$ cat config.mk
export PLATFORM = sky130hd
export DESIGN_NAME = prog_loader
export DESIGN_NICKNAME = d
export VERILOG_FILES = /design/src/rtl/loader_pkg.sv /design/src/rtl/prog_loader.sv
export SDC_FILE = /design/constraint.sdc
export NUM_CORES = 1
export LEC_CHECK = 0
export CORE_MARGIN = 2
export CORE_UTILIZATION = 52
export DETAILED_ROUTE_END_ITERATION = 16
export HOLD_SLACK_MARGIN = 0.03
export PLACE_DENSITY = 0.79
export RECOVER_POWER = 50
export SLEW_MARGIN = 15
export SYNTH_ARGS = -nofsm -noshare
export SYNTH_HDL_FRONTEND = slang
export SYNTH_SLANG_ARGS = --single-unit
$ cat constraint.sdc
create_clock -name clk -period 1.9 [get_ports clk]
set_input_delay 0.285 -clock clk [delete_from_list [all_inputs] [get_ports clk]]
set_output_delay 0.285 -clock clk [all_outputs]
set_load 0.03 [all_outputs]
$ cat src/rtl/loader_pkg.sv
// Shared definitions for the program loader: FSM encoding, stream header
// default and the widths of the checksum accumulator and word counter.
package loader_pkg;

    typedef enum logic [2:0] {
        IDLE,
        LEN,
        HI,
        LO,
        WRITE,
        CHK,
        DONE,
        ERR
    } state_t;

    localparam logic [7:0] SYNC_DEFAULT = 8'hA5;
    localparam int         CHK_W        = 8;
    localparam int         CNT_W        = 9;

endpackage

$ cat src/rtl/prog_loader.sv
// Byte-stream program loader: parses SYNC, count, high/low byte pairs and an
// XOR checksum, writing each word to instruction memory while the CPU is held.
module prog_loader
    import loader_pkg::*;
#(
    parameter int         ADDR_W    = 8,
    parameter int         DATA_W    = 16,
    parameter logic [7:0] SYNC_BYTE = SYNC_DEFAULT
) (
    input  logic              clk,
    input  logic              reset,
    input  logic [7:0]        rx_data,
    input  logic              rx_valid,
    output logic              rx_ready,
    input  logic              load_req,
    output logic [ADDR_W-1:0] im_addr,
    output logic [DATA_W-1:0] im_wdata,
    output logic              im_we,
    output logic              cpu_hold,
    output logic              done,
    output logic              error
);

    state_t           state;
    state_t           state_nxt;
    logic [CHK_W-1:0] chk;
    logic [CNT_W-1:0] count;
    logic             ready_st;
    logic             accept;

    // Ready depends only on state; reset gating is applied on the output alone.
    assign ready_st = (state == IDLE) || (state == LEN) || (state == HI) ||
                      (state == LO)   || (state == CHK);
    assign accept   = rx_valid && ready_st;

    always_ff @(posedge clk or negedge reset) begin
        if (!reset) begin
            state <= IDLE;
        end else begin
            state <= state_nxt;
        end
    end

    always_comb begin
        state_nxt = state;
        case (state)
            IDLE:    if (accept && (rx_data == SYNC_BYTE)) state_nxt = LEN;
            LEN:     if (accept) state_nxt = HI;
            HI:      if (accept) state_nxt = LO;
            LO:      if (accept) state_nxt = WRITE;
            // A count of 1 here means this write is the last word.
            WRITE:   state_nxt = (count == CNT_W'(1)) ? CHK : HI;
            CHK:     if (accept) state_nxt = (rx_data == chk) ? DONE : ERR;
            DONE:    if (load_req) state_nxt = IDLE;
            ERR:     if (load_req) state_nxt = IDLE;
            default: state_nxt = IDLE;
        endcase
    end

    always_comb begin
        rx_ready = reset && ready_st;
        im_we    = (state == WRITE);
        cpu_hold = (state != DONE);
        done     = (state == DONE);
        error    = (state == ERR);
    end

    always_ff @(posedge clk or negedge reset) begin
        if (!reset) begin
            im_addr  <= '0;
            im_wdata <= '0;
            chk      <= '0;
            count    <= '0;
        end else begin
            case (state)
                LEN: begin
                    if (accept) begin
                        count   <= (rx_data == 8'd0) ? CNT_W'(256) : {1'b0, rx_data};
                        im_addr <= '0;
                        chk     <= '0;
                    end
                end
                HI: begin
                    if (accept) begin
                        im_wdata[DATA_W-1 -: 8] <= rx_data;
                        chk                     <= chk ^ rx_data;
                    end
                end
                LO: begin
                    if (accept) begin
                        im_wdata[7:0] <= rx_data;
                        chk           <= chk ^ rx_data;
                    end
                end
                // Address wraps naturally after a full 256-word load.
                WRITE: begin
                    im_addr <= im_addr + 1'b1;
                    count   <= count - 1'b1;
                end
                default: ;
            endcase
        end
    end

endmodule

==> reports/metrics.csv <==
stage,metric,value,unit
detailed_routing,wl_per_cell,16.2,um
finish,fin_cells,334,
pwr,p_clk_frac,0.132,
placed_design,preCtsSetupSlack,0.0785,ns
setup_path,cp.arrival,1.58,ns
finish,drive_gt1_frac,0.181,
floorplanning,fp-row-count,24,
placed_design,dp_hpwl,3830,um
detailed_routing,drtIter0Drc,188,
yosys,yosysSeqAreaShare,0.482,
clock_network,htree_levels,2,
clock_network,cts_tree,done,
yosys,syn_nets,233,
global_routing,grt_max_degree,45,
yosys,synth_edf_count,0,
yosys,synthFlopType,dfrtp_1,
detailed_routing,drtPass1Iterations,4,
sta,rsz0062_at_grt,false,
placed_design,dpl_cell_area,0.00285,mm^2
sta,setup_tns,0,ns
global_routing,track_usage,0.233,
clock_network,cts_root_buffer,clkbuf_8,
setup_path,r2r-end,count[8]$_DFFE_PN0P_,
setup_path,path_class,flop to output port,
clock_network,numCtsBuffers,5,
pwr,switching_share,0.410,
floorplanning,fp.dieW,70.3,um
yosys,syn_area,0.00228,mm^2
yosys,synthCells,218,
detailed_routing,routed_wirelength,5420,um
pwr,power.internal,2.74,mW
setup_path,critPathBufInv,3,
setup_path,path_max_fanout,6,
finish,fin_nets,296,
placed_design,placed_cells_incl_taps,321,
finish,area_growth,30.0,%
setup_path,crit_top_cell,buf_4,
flow_run,maxCapViolations,0,
sta,setup_violations,0,
setup_path,slowest_delay,0.46,ns
floorplanning,initial_core_util,0.532,
global_routing,antenna_found_initial,0,
sta,finalWorstSetupSlack,0.0396,ns
floorplanning,io_pins,41,
placed_design,gp_congestion,0.893,
sta,fmax,0.538,GHz
yosys,synth-async-reset-ratio,1.00,
yosys,synth_cell_types,43,
yosys,synth-seq-cells,44,
detailed_routing,viasPerCell,5.72,
setup_path,cp-start-kind,flop,
pwr,p_seq_frac,0.362,
sta,worst_slew_pin_slew,1.13,ns
pwr,p_comb_frac,0.506,
global_routing,first_global_vias,1865,
yosys,syn_area_per_cell,10.5,um^2
setup_path,worstReg2RegStart,state[0]$_DFFE_PN0P_,
clock_network,cts.clk_slew.worst_paths,0.09,ns
clock_network,clock_path_buffers,2,
pwr,leakage,1.31,nW
pwr,peakVddDrop,0.880,mV
sta,fin_crit_sh,0.979,
pwr,power.total,4.64,mW
pwr,power.density,1560,mW/mm^2
sta,hold_slack,0.386,ns
setup_path,path_cells,or3b_4 > clkinv_4 > buf_4 > buf_4,
floorplanning,die_h,70.3,um
finish,fin_util,0.691,
detailed_routing,vias,1910,
setup_path,critPathTopFamily,simple AND/OR/NAND/NOR gates,
sta,slew_headroom,0.246,
sta,clock_skew,0.0105,ns
sta,finalCriticalPeriod,1.86,ns
clock_network,clock_sinks,44,
pwr,power.switching,1.90,mW
setup_path,worstPathRequired,1.62,ns
setup_path,reg2regPathDepth,5,
yosys,ys_warn_count,0,
run_status,outcome,"finished, final reports clean",
global_routing,grt_pass1_wl,9090,um
detailed_routing,antenna_left,0,
finish,n_antenna_cell,0,
detailed_routing,remaining_drc_errors,0,
sta,finalHoldViolCount,0,
placed_design,port_buffers,40,
floorplanning,fp.coreArea,0.00429,mm^2
clock_network,clkLatencyLatePin,0.30,ns
setup_path,crit_slowest_cell,or3b_4,
setup_path,worstSetupEndpointType,output port,
setup_path,reg2reg_slack,0.13,ns
floorplanning,dieArea,0.00494,mm^2
global_routing,grt.overflow.total,0,
finish,stdcell_area,0.00297,mm^2
hold_path,hold_path.class,input port to asynchronous set/reset pin,
sta,drv_slew,0,
==> final cells by class <==
class                      count  area (um^2)
timing repair buffer          66          574
tap                           52         65.1
multi-input combinational    158         1110
clock buffer                   8         90.1
fill                         377         1330
inverter                       6         27.5
sequential                    44         1100
==> sequential cells by signal, summed over array words and instances (netlist names) <==
name,count
chk,8
count,9
im_addr,8
im_wdata,16
state,3
==> layout by cell type, fill, tap and decap left out, types with 2 or more instances in the layout <==
master           Yosys  routed
a22o_1               9       9
o211ai_1             4       4
nand2_1             17      17
clkbuf_2             0       3
dlygate4sd2_1        0       3
clkbuf_1             2       6
nand3_1              7       7
nor4_1               5       5
mux2i_1              3       3
mux2_2              16      16
inv_1                5       5
nand4_1              4       4
a211oi_1             3       3
nand2b_1            19      18
clkdlybuf4s50_1      0      34
a21oi_1              6       6
nor3_1               4       4
buf_4                0      21
ha_1                 3       3
o21ai_0             17      17
dfrtp_1             44      44
clkbuf_8             0       6
xor2_1              10      10
and4_1               2       2
nor2_1               8       8
o311ai_1             3       3
==> synthesized netlist by cell type, types with 4 or more instances <==
| master | number | area [um^2] |
|---|---|---|
| a21oi_1 | 6 | 30.0 |
| a22o_1 | 9 | 78.8 |
| buf_2 | 5 | 25.0 |
| dfrtp_1 | 44 | 1100 |
| inv_1 | 5 | 18.8 |
| mux2_2 | 16 | 180 |
| nand2_1 | 17 | 63.8 |
| nand2b_1 | 19 | 119 |
| nand3_1 | 7 | 35.0 |
| nand4_1 | 4 | 25.0 |
| nor2_1 | 8 | 30.0 |
| nor3_1 | 4 | 20.0 |
| nor4_1 | 5 | 31.3 |
| o211ai_1 | 4 | 30.0 |
| o21ai_0 | 17 | 85.1 |
| xor2_1 | 10 | 87.6 |
==> per-layer routing <==
layer  up-vias  wire, um  part of all wire  global-route usage
li1        920         -                 -                   -
met1       931      2470              0.46               0.317
met2        51      2640              0.49               0.367
met3         8       226             0.042              0.0462
met4         0        89             0.016              0.0919
met5         -         0                 0                   0
==> power by group through the flow <==
stage | clock network (mW) | logic [mW] | registers [mW]
after detailed placement | 0 | 2.31 | 1.69
final | 0.611 | 2.35 | 1.68
after CTS | 0.619 | 2.33 | 1.68
after floorplan | 0 | 1.09 | 2.03
after global placement | 0 | 2.28 | 1.67
after global routing | 0.656 | 2.55 | 1.73
==> worst max-delay path by stage <==
stage / from / to / depth (start not counted)
2_1_floorplan: state[1]$_DFFE_PN0P_ / done / 4
3_3_place_gp: rx_data[1] / state[0]$_DFFE_PN0P_ / 5
3_5_place_dp: rx_data[1] / state[0]$_DFFE_PN0P_ / 5
4_1_cts: state[1]$_DFFE_PN0P_ / rx_ready / 5
5_1_grt: state[1]$_DFFE_PN0P_ / rx_ready / 5
6_report: state[0]$_DFFE_PN0P_ / im_we / 4
==> cell families after synthesis <==
kind of cell    share of synthesized area
simple gates                        0.187
flops                               0.482
compound gates                      0.148
buf+inv                            0.0362
mux                                0.0921
xor+xnor                           0.0384
fa+ha+maj                          0.0164
==> what timing repair did <==
action,4_1_cts,5_1_grt
setup endpoints to repair,5,2
pin swaps,0,2
resized for setup,6,1
hold buffers,0,0
setup buffers,0,5
(Power assumes the default switching activity.)
